--- src/rtl/spi_pkg.sv ---
// rtl/spi_pkg.sv - shared types and defaults for the SPI transfer arbiter
package spi_pkg;

  localparam int DWIDTH_DEF  = 8;
  localparam int TIMEOUT_DEF = 1024;

  typedef enum logic [1:0] {
    ST_IDLE  = 2'd0,
    ST_ISSUE = 2'd1,
    ST_BUSY  = 2'd2,
    ST_RESP  = 2'd3
  } xfer_state_t;

endpackage

--- src/rtl/spi_rr_arb2.sv ---
// rtl/spi_rr_arb2.sv - two-way round-robin grant, purely combinational
module spi_rr_arb2 (
  input  logic valid0,
  input  logic valid1,
  input  logic last_grant,
  output logic grant,
  output logic grant_valid
);

  always_comb begin
    grant_valid = valid0 | valid1;
    // On contention the requester that did not win last time goes next
    if (valid0 && valid1) begin
      grant = ~last_grant;
    end else begin
      grant = valid1;
    end
  end

endmodule

--- src/rtl/spi_xfer_arbiter.sv ---
// rtl/spi_xfer_arbiter.sv - shares one spi_core between two requesters with a watchdog
module spi_xfer_arbiter
  import spi_pkg::*;
#(
  parameter int DWIDTH  = DWIDTH_DEF,
  parameter int TIMEOUT = TIMEOUT_DEF
) (
  input  logic              clk,
  input  logic              rst,
  input  logic              req0_valid,
  output logic              req0_ready,
  input  logic [DWIDTH-1:0] req0_data,
  output logic              rsp0_valid,
  output logic [DWIDTH-1:0] rsp0_data,
  output logic              rsp0_err,
  input  logic              req1_valid,
  output logic              req1_ready,
  input  logic [DWIDTH-1:0] req1_data,
  output logic              rsp1_valid,
  output logic [DWIDTH-1:0] rsp1_data,
  output logic              rsp1_err,
  output logic              spi_cs,
  output logic              spi_rd,
  output logic              spi_wr,
  output logic [DWIDTH-1:0] spi_din,
  input  logic [DWIDTH-1:0] spi_dout,
  input  logic              spi_done
);

  localparam int TW = (TIMEOUT > 1) ? $clog2(TIMEOUT) : 1;
  localparam logic [TW-1:0] TIMER_LAST = TW'(TIMEOUT - 1);

  xfer_state_t       state, state_n;
  logic [DWIDTH-1:0] tx_reg;
  logic [TW-1:0]     timer;
  logic              owner;
  logic              last_grant;
  logic              grant;
  logic              grant_valid;
  logic              timeout_hit;

  spi_rr_arb2 u_arb (
    .valid0      (req0_valid),
    .valid1      (req1_valid),
    .last_grant  (last_grant),
    .grant       (grant),
    .grant_valid (grant_valid)
  );

  assign timeout_hit = (timer == TIMER_LAST);
  assign spi_rd      = 1'b0;
  assign spi_din     = tx_reg;

  always_comb begin
    state_n    = state;
    req0_ready = 1'b0;
    req1_ready = 1'b0;
    spi_cs     = 1'b0;
    spi_wr     = 1'b0;
    rsp0_valid = 1'b0;
    rsp1_valid = 1'b0;
    case (state)
      ST_IDLE: begin
        if (grant_valid) begin
          req0_ready = ~grant;
          req1_ready = grant;
          state_n    = ST_ISSUE;
        end
      end
      ST_ISSUE: begin
        spi_cs  = 1'b1;
        spi_wr  = 1'b1;
        state_n = ST_BUSY;
      end
      ST_BUSY: begin
        if (spi_done || timeout_hit) begin
          state_n = ST_RESP;
        end
      end
      ST_RESP: begin
        rsp0_valid = ~owner;
        rsp1_valid = owner;
        state_n    = ST_IDLE;
      end
      default: state_n = ST_IDLE;
    endcase
  end

  always_ff @(posedge clk or posedge rst) begin
    if (rst) begin
      state      <= ST_IDLE;
      tx_reg     <= '0;
      timer      <= '0;
      owner      <= 1'b0;
      last_grant <= 1'b1;
      rsp0_data  <= '0;
      rsp0_err   <= 1'b0;
      rsp1_data  <= '0;
      rsp1_err   <= 1'b0;
    end else begin
      state <= state_n;
      case (state)
        ST_IDLE: begin
          if (grant_valid) begin
            tx_reg     <= grant ? req1_data : req0_data;
            owner      <= grant;
            last_grant <= grant;
          end
        end
        ST_ISSUE: timer <= '0;
        ST_BUSY: begin
          timer <= timer + 1'b1;
          // Response registers are per port so each holds its last value between pulses;
          // a done arriving on the final timer cycle still counts as success
          if (spi_done) begin
            if (owner) begin
              rsp1_data <= spi_dout;
              rsp1_err  <= 1'b0;
            end else begin
              rsp0_data <= spi_dout;
              rsp0_err  <= 1'b0;
            end
          end else if (timeout_hit) begin
            if (owner) begin
              rsp1_data <= '0;
              rsp1_err  <= 1'b1;
            end else begin
              rsp0_data <= '0;
              rsp0_err  <= 1'b1;
            end
          end
        end
        default: ;
      endcase
    end
  end

endmodule
--- config.mk ---
export PLATFORM = sky130hd
export DESIGN_NAME = spi_xfer_arbiter
export DESIGN_NICKNAME = d
export VERILOG_FILES = /design/src/rtl/spi_pkg.sv /design/src/rtl/spi_rr_arb2.sv /design/src/rtl/spi_xfer_arbiter.sv
export SDC_FILE = /design/constraint.sdc
export NUM_CORES = 1
export LEC_CHECK = 0
export ABC_AREA = 1
export CAP_MARGIN = 20
export CORE_MARGIN = 2
export CORE_UTILIZATION = 35
export DETAILED_ROUTE_END_ITERATION = 6
export PLACE_DENSITY = 0.73
export SYNTH_ARGS = -nofsm -noshare
export SYNTH_HDL_FRONTEND = slang
export SYNTH_SLANG_ARGS = --single-unit
--- constraint.sdc ---
create_clock -name clk -period 1.8 [get_ports clk]
set_input_delay 0.45 -clock clk [delete_from_list [all_inputs] [get_ports clk]]
set_output_delay 0.45 -clock clk [all_outputs]
set_load 0.05 [all_outputs]
==> flow_summary.yaml, run 1 <==
clock_network:
  worstSkewPairLatency_ps: 290
  cts_buffer_depth: 2
  clk_pin_slew_worst_paths_ps: 70
  cts_buffers: 5
  htree_levels: 2
  clock-root-buffer: "clkbuf_8"
  cts.sinks: 40
  cts_tree: "yes"
detailed_routing:
  vias: 1804
  firstDrtPassIters: 6
  drt_iter0_markers: 102
  drt-total-wl_mm: 4.59
  avgViaCountPerCell: 4.72
  remaining_drc_errors: 0
  final_antenna_net_count: 0
  avgRoutedWirePerCell_um: 12.0
logic_synthesis:
  synth.yosys.seq_area_share_pct: 50.0
  syn-num-nets: 271
  synth-edff-count: 0
  synth-compound-area-share_pct: 6.92
  synth_most_common_cell: "nand2_1"
  ys_seq_elements: 40
  syn_inst: 236
  synth-simple-area-share_pct: 31.6
  synth_adder_area_share_pct: 3.74
  synth_top_family_by_area: "simple AND/OR/NAND/NOR gates"
  synthXorXnorAreaFrac_pct: 0
  synthFlopType: "dfrtp_1"
  ys_async_sr_fraction_pct: 100
  synth_common_cells: "70 x nand2_1, 39 x dfrtp_1, 22 x nor2_1"
  synth.distinct_cells: 32
  synth_warnings: 0
  syn_avg_cell_area_um2: 8.50
  synth.largest_area_cell: "dfrtp_1"
  synth.top_cell.area_share_pct: 48.7
  syn_area_mm2: 0.00201
  muxShareOfSynthArea_pct: 0
  synth.area.top_cells: "dfrtp_1 49%, nand2_1 13%, nand4_1 5.6%"
placed_design:
  place_hpwl_mm: 3.54
  place_area_mm2: 0.00272
  pre_cts_ws_ps: -71.3
  routabilityCongestion: 0.798
  io_buffers: 60
timing:
  finalMaxSlewViolations: 0
  finalCritPeriodShare_pct: 99.8
  rsz0062_at_grt: "yes"
  worst_slack_ps: 4.44
  final.min_clock_period_ps: 1800
  max_freq_ghz: 0.557
  setup_viol: 0
  hold_viol: 0
  setup_tns_ps: 0
  skew_ps: 5.19
pwr:
  leakagePower_nw: 1.42
  internal_power_mw: 2.90
  p_total_mw: 5.50
  p_seq_share_pct: 26.2
  sw_frac_of_total_pct: 47.3
  power_frac_comb_pct: 58.3
  power_frac_clock_pct: 15.5
  ir_drop_uv: 899
  p_sw_mw: 2.60
  cellPowerDensity_mw_per_mm2: 1890
floorplanning:
  io_pins: 62
  die_width_um: 79.7
  dieArea_mm2: 0.00635
  start_util_pct: 36.4
  fp-row-count: 27
  die_y_um: 79.7
  core_area_mm2: 0.00551
grt:
  antenna_found_initial: 0
  overflow: 0
  grt_max_degree: 23
  grt_pass1_wl_mm: 7.77
  gr-usage-all-layers_pct: 15.8
  grt_pass1_vias: 1750
final_layout:
  area.growth.synth_to_final_pct: 44.9
  fillers: 524
  num-nets-final: 345
  finalInstanceArea_mm2: 0.00291
  antenna_cells: 0
  drive_above_1_share_pct: 26.8
flow_run:
  maxCapViolCount: 0
setup_path:
  crit_fanout: 2
  crit_arrival_ps: 1350
  critPathKind: "register to primary output"
  crit_required_ps: 1350
  start_kind: "register"
  cp-end-kind: "primary output"
min_path:
  hold_path_class: "register to register"
run_status:
  status: "complete, no violations"
through the flow:
stage	instances	hold WS, ps	util, %
CTS	382	474	52.7
finish	382	473	52.8
global placement	371	457	49.4
detailed placement	371	463	49.4
global route	382	490	52.8
floorplan	236	444	-
timing repair:
action / in CTS / in global routing
hold buffers: 0 / 0
setup buffers: 4 / 0
gates resized for setup: 10 / 2
endpoints found under the setup margin: 2 / 5
critical path, cell delays in order (launching register included):
cell	delay (ps)
dfrtp_1	390
inv_2	80
ha_4	150
inv_4	40
nor2_4	110
inv_2	50
nor2_4	90
buf_12	140
path summary, 6_finish.rpt:
path	start	to	slack, ps	depth (start not counted)
max reg2reg	state[0]	timer[9]	280	9
min in group asynchronous	rst	spi_din[2]	490	3
max in group asynchronous	rst	last_grant	1050	3
min reg2reg	last_grant	last_grant	470	2
min	last_grant	last_grant	470	2
max	state[0]	req0_ready	4	7
cell type report:
| cell class | count | area [µm²] | share of cell area [%] |
|---|---|---|---|
| Clock buffer | 5 | 68.8 | 2.37 |
| Clock inverter | 2 | 60.1 | 2.07 |
| Inverter | 20 | 82.6 | 2.84 |
| Multi-Input combinational cell | 167 | 890 | 30.6 |
| Sequential cell | 40 | 1000 | 34.5 |
| Tap cell | 72 | 90.1 | 3.10 |
| Timing Repair Buffer | 76 | 713 | 24.5 |
sequential cells by signal, indices dropped and copies added, names as in the netlist:
signal      cells
timer          10
state           2
owner           1
rsp1_data       8
rsp0_err        1
last_grant      1
rsp1_err        1
rsp0_data       8
spi_din         8
logic make-up after synthesis:
family / after synthesis
buf+inv: 29
other cells: 1
simple gates: 133
fa+ha+maj: 6
compound gates: 27
flops: 40
layout by cell type, fill, tap and decap left out, types with 2 or more instances in the layout:
cell and n:
nand3_1 8, inv_2 7, nand2_4 2, dfrtp_1 39
nor2_2 4, a21oi_1 6, o21ai_1 18, buf_12 6
dlygate4sd2_1 2, nor3_1 3, buf_4 42, clkdlybuf4s50_1 26
nand3_4 2, nand2_1 69, nor2_4 3, nand2_2 2
nor2_1 18, inv_1 10, nand4_1 18, ha_1 4
clkbuf_8 5, bufinv_16 2
per-layer routing:
layer	GRT usage, %	vias up	wire length, µm
li1	-	914	-
met1	19.5	837	2040
met2	25.4	45	2180
met3	4.75	8	260
met4	6.90	0	107
met5	0	-	0
power groups by stage:
stage	Clock [mW]	Combinational [mW]	Sequential [mW]
final	0.853	3.21	1.44
after global placement	0	3.03	1.44
after floorplan	0	1.20	2.30
after detailed placement	0	3.07	1.46
after global routing	0.919	3.46	1.48
after CTS	0.870	3.23	1.44
(Power assumes the default switching activity.)
==> run 2, diff against run 1 <==
--- a/config.mk
+++ b/config.mk
@@ -6,11 +6,12 @@
 export NUM_CORES = 1
 export LEC_CHECK = 0
 export ABC_AREA = 1
+export ABC_CLOCK_PERIOD_IN_PS = 1800
 export CAP_MARGIN = 20
 export CORE_MARGIN = 2
-export CORE_UTILIZATION = 35
+export CORE_UTILIZATION = 46
 export DETAILED_ROUTE_END_ITERATION = 6
-export PLACE_DENSITY = 0.73
+export PLACE_DENSITY = 0.89
 export SYNTH_ARGS = -nofsm -noshare
 export SYNTH_HDL_FRONTEND = slang
 export SYNTH_SLANG_ARGS = --single-unit
==> run 2 against run 1 <==
The run now ends with setup timing left. Setup slack worse by 8.8 ps. First-iteration DRC count is 25% higher. Routed wire length grew 5.1%. Power shrank 0.22%. Critical endpoint unchanged. Register-to-register slack got worse by 140 ps. Die area shrank 23%. Highest routed layer unchanged. Critical path depth is the same. Sequential share of layout area increased by 0.15 points.
==> flow_summary.yaml, run 2 (synthesis gave the netlist of run 1 again) <==
run_status:
  status: "finished with violations"
  violations: "setup timing"
final_layout:
  multi_input_area_um2: 895
  num-nets-final: 345
  finalInstanceArea_mm2: 0.00289
  drive_above_1_share_pct: 28.0
  seq_area_mm2: 0.00100
  final_cell_mix: "69 x nand2_1, 41 x buf_4, 39 x dfrtp_1"
  area.growth.synth_to_final_pct: 44.3
  layout_commonest_cell: "nand2_1"
  antenna_cells: 0
  largest_register_ffs: 10
  largest-register: "timer"
  fillers: 350
clock_network:
  htree_levels: 2
  cts.sinks: 40
  worstSkewPairLatency_ps: 300
  clk_pin_slew_worst_paths_ps: 80
  cts_buffer_depth: 2
  cts_tree: "yes"
  clock-root-buffer: "clkbuf_8"
  cts_hold_buf: 0
  cts_buffers: 5
timing:
  setup_tns_ps: -4.32
  hold_viol: 0
  worst_pin_slew_ps: 514
  finalMaxSlewViolations: 0
  setup_viol: 1
  worst_slack_ps: -4.32
  finalCritPeriodShare_pct: 100
  finalHoldWorstSlack_ps: 479
  rsz0062_at_grt: "yes"
  skew_ps: 4.70
  relSlewSlack_pct: 65.7
  final.min_clock_period_ps: 1800
  max_freq_ghz: 0.554
setup_path:
  start_kind: "register"
  crit_path_start: "state[1]"
  crit_arrival_ps: 1350
  crit_fanout: 2
  cp-end-kind: "primary output"
  r2r-start: "state[0]"
  rrSetupSlack_ps: 140
  crit_path_end: "req0_ready"
  crit_required_ps: 1350
  reg2reg_to: "rsp0_data[1]"
  critPathKind: "register to primary output"
  r2r_cells: 6
flow_run:
  maxCapViolCount: 0
detailed_routing:
  firstDrtPassIters: 4
  avgRoutedWirePerCell_um: 13.3
  vias: 1860
  drt-total-wl_mm: 4.83
  final_antenna_net_count: 0
  avgViaCountPerCell: 5.12
  drt_iter0_markers: 128
  remaining_drc_errors: 0
grt:
  gr-usage-all-layers_pct: 22.2
  grt_pass1_wl_mm: 8.65
  grt_pass1_vias: 1985
  overflow: 0
  grt_max_degree: 41
  antenna_found_initial: 0
floorplanning:
  die_width_um: 70.0
  io_pins: 62
  fp-row-count: 24
  die_y_um: 70.0
  dieArea_mm2: 0.00490
  core_area_mm2: 0.00426
  start_util_pct: 47.0
placed_design:
  routabilityCongestion: 0.827
  pre_cts_ws_ps: -99.1
  place_area_mm2: 0.00269
  io_buffers: 60
  place_hpwl_mm: 3.51
pwr:
  ir_drop_uv: 1060
  leakagePower_nw: 1.42
  cellPowerDensity_mw_per_mm2: 1900
  p_total_mw: 5.49
min_path:
  hold_path_class: "register to register"
-- run 2: cell count changes in the layout (fill, tap and decap cells not counted), sizes merged --
cell,previous run,this run
bufinv,2,1
clkbuf,5,7
-- run 2: repair_timing --
item | CTS | global route
resized for setup | 10 | 4
endpoints found under the setup margin | 2 | 9
pin swaps | 3 | 1
buffers inserted | 6 | 0
-- run 2: area by class of cell --
class / instances / area share [%]
clock buffer: 7 / 3.33
clock inverter: 1 / 1.04
inverter: 20 / 2.77
multi-input combinational: 167 / 30.9
sequential: 40 / 34.6
tap: 52 / 2.25
timing repair buffer: 76 / 25.1
-- run 2: power breakdown --
part / leakage (nW) / internal, mW / switching [mW]
combinational: 0.847 / 1.13 / 2.12
sequential: 0.511 / 1.23 / 0.202
clock: 0.0645 / 0.489 / 0.321
total: 1.42 / 2.85 / 2.64
-- run 2: critical path, stage by stage (launching register included) --
cell and delay, ps:
dfrtp_1 390, inv_2 90, ha_4 140, inv_2 50
nor2_4 90, inv_2 60, nor2_4 90, buf_12 140
-- run 2: through the flow --
stage               std cells  utilization (%)
floorplan                 236                -
global placement          349             63.1
detailed placement        349             63.1
CTS                       363             67.7
global route              363             67.9
finish                    363             67.9
-- run 2: per-layer routing --
| metal | vias to the layer above | routed length (µm) | GRT usage (%) | part of all wire [%] |
|---|---|---|---|---|
| met3 | 15 | 245 | 6.06 | 5.1 |
| met4 | 0 | 139 | 10.0 | 2.9 |
| met5 | - | 0 | 0 | 0 |
| met2 | 58 | 2430 | 37.1 | 50 |
| li1 | 919 | - | - | - |
| met1 | 868 | 2010 | 26.6 | 42 |
-- run 2: how the worst min path moves through the flow --
stage / from / end / slack (ps) / cells past startpoint
finish: rsp0_data[0] / rsp0_data[0] / 480 / 2
global route: last_grant / last_grant / 510 / 2
CTS: rsp0_data[0] / rsp0_data[0] / 480 / 2
detailed placement: rsp0_data[0] / rsp0_data[0] / 460 / 2
global placement: rsp1_data[5] / rsp1_data[5] / 460 / 2
floorplan: last_grant / last_grant / 440 / 2
==> run 3, diff against run 2 <==
--- a/config.mk
+++ b/config.mk
@@ -9,9 +9,10 @@
 export ABC_CLOCK_PERIOD_IN_PS = 1800
 export CAP_MARGIN = 20
 export CORE_MARGIN = 2
-export CORE_UTILIZATION = 46
+export CORE_UTILIZATION = 48
+export CTS_BUF_LIST = sky130_fd_sc_hd__clkbuf_8
 export DETAILED_ROUTE_END_ITERATION = 6
-export PLACE_DENSITY = 0.89
+export PLACE_DENSITY = 0.92
 export SYNTH_ARGS = -nofsm -noshare
 export SYNTH_HDL_FRONTEND = slang
 export SYNTH_SLANG_ARGS = --single-unit
==> run 3 against run 2 <==
The flow still finishes with violations (setup timing). Routed wire length shrank 0.62%. Register-to-register slack lost 50 ps. First-iteration DRC count shrank 23%. Sequential power is essentially flat. Cell count grew 0.55%. Hold slack lost 3.1 ps. Maximum frequency shrank 1.5%. Die area shrank 3.9%. Sequential share of layout area shrank 0.27 points. Combinational power grew 2%. Critical endpoint unchanged.
==> flow_summary.yaml, run 3 (synthesis gave the netlist of run 1 again) <==
timing:
  final.min_clock_period_ps: 1830
  rsz0062_at_grt: "yes"
  hold_viol: 0
  worst_slack_ps: -31.8
  finalMaxSlewViolations: 0
  finalCritPeriodShare_pct: 102
  skew_ps: 4.99
  setup_viol: 1
  max_freq_ghz: 0.546
run_status:
  violations: "setup timing"
  status: "finished with violations"
detailed_routing:
  drt-total-wl_mm: 4.80
  vias: 1824
  firstDrtPassIters: 4
  remaining_drc_errors: 0
  drt_iter0_markers: 99
  final_antenna_net_count: 0
  avgViaCountPerCell: 5.00
  avgRoutedWirePerCell_um: 13.1
floorplanning:
  core_area_mm2: 0.00400
  dieArea_mm2: 0.00471
  start_util_pct: 50.1
  die_y_um: 68.6
  io_pins: 62
  die_width_um: 68.6
  fp-row-count: 23
grt:
  antenna_found_initial: 0
  gr-usage-all-layers_pct: 22.3
  grt_max_degree: 41
  grt_pass1_vias: 1786
  grt_pass1_wl_mm: 7.87
  overflow: 0
final_layout:
  largest-register: "timer"
  layout_commonest_cell: "nand2_1"
  largest_register_ffs: 10
  num-nets-final: 349
  seq_area_mm2: 0.00100
  drive_above_1_share_pct: 28.6
  fin_util_pct: 72.9
  final_cell_mix: "69 x nand2_1, 45 x buf_4, 39 x dfrtp_1"
  multi_input_area_um2: 892
  fillers: 280
  layout.cells.non_filler: 365
  area.growth.synth_to_final_pct: 45.4
  antenna_cells: 0
setup_path:
  crit_fanout: 3
  crit_required_ps: 1350
  critPathKind: "register to primary output"
  crit_arrival_ps: 1380
  start_kind: "register"
  cp-end-kind: "primary output"
min_path:
  hold_path_class: "register to register"
clock_network:
  clk_pin_slew_worst_paths_ps: 70
  cts_tree: "yes"
  cts.sinks: 40
  worstSkewPairLatency_ps: 300
  clock-root-buffer: "clkbuf_8"
  cts_buffers: 5
  htree_levels: 2
  cts_buffer_depth: 2
placed_design:
  place_hpwl_mm: 3.34
  pre_cts_ws_ps: -95.6
  routabilityCongestion: 0.794
  dp.cells: 347
  io_buffers: 60
flow_run:
  maxCapViolCount: 0
pwr:
  cellPowerDensity_mw_per_mm2: 1890
  sw_frac_of_total_pct: 48.3
  internal_power_mw: 2.85
  p_total_mw: 5.52
  p_seq_share_pct: 26.0
  power_frac_comb_pct: 60.2
  leakagePower_nw: 1.44
  ir_drop_uv: 1030
  power_frac_clock_pct: 13.8
  p_sw_mw: 2.67
==> run 3: metrics by stage <==
step / setup TNS (ps) / cell area, µm² / hold slack (ps)
6_report: -31.8 / 2920 / 475
3_5_place_dp: -123 / 2690 / 461
2_1_floorplan: -15.6 / 2020 / 444
4_1_cts: -36.2 / 2910 / 473
5_1_grt: -104 / 2920 / 493
3_3_place_gp: -55.3 / 2690 / 454
==> run 3: layer usage <==
layer  track usage [%]  vias to the layer above  share of wire, %
li1                  -                      928                 -
met1              27.2                      835                42
met2              37.9                       53                50
met3              7.14                        8               6.4
met4              6.25                        0               1.4
met5                 0                        -                 0
==> run 3: cell type report <==
class,count,share of cell area [%]
tap,50,2.15
sequential,40,34.4
timing repair buffer,80,25.9
inverter,20,2.83
clock buffer,6,2.83
multi-input combinational,167,30.6
clock inverter,2,1.33
==> run 3: critical path, stage by stage, from the launching register on <==
cell	delay [ps]
dfrtp_1	400
inv_2	100
ha_4	160
inv_4	50
nor2_4	90
inv_2	50
nor2_4	100
buf_12	140
==> run 3: what timing repair did <==
item	in CTS	in global routing
gates resized for setup	10	4
pin swaps	3	2
setup buffers	10	1
hold buffers	0	0
endpoints found under the setup margin	2	15
==> run 3: final timing paths <==
kind                            slack (ps)  depth (start not counted)        from    endpoint
worst max-delay path                   -30                          7    state[0]  req0_ready
worst min-delay path                   480                          2  last_grant  last_grant
worst max register to register          90                         12    state[0]  spi_din[3]
worst min register to register         480                          2  last_grant  last_grant
max in group asynchronous             1060                          3         rst  last_grant
min in group asynchronous              500                          3         rst    state[0]
==> run 3: power groups by stage <==
stage          Clock [mW]  Sequential [mW]  Combinational, mW
2_1_floorplan           0             2.30               1.20
3_3_place_gp            0             1.43               2.98
3_5_place_dp            0             1.44               3.05
4_1_cts             0.770             1.42               3.30
5_1_grt             0.818             1.46               3.57
6_report            0.764             1.43               3.32
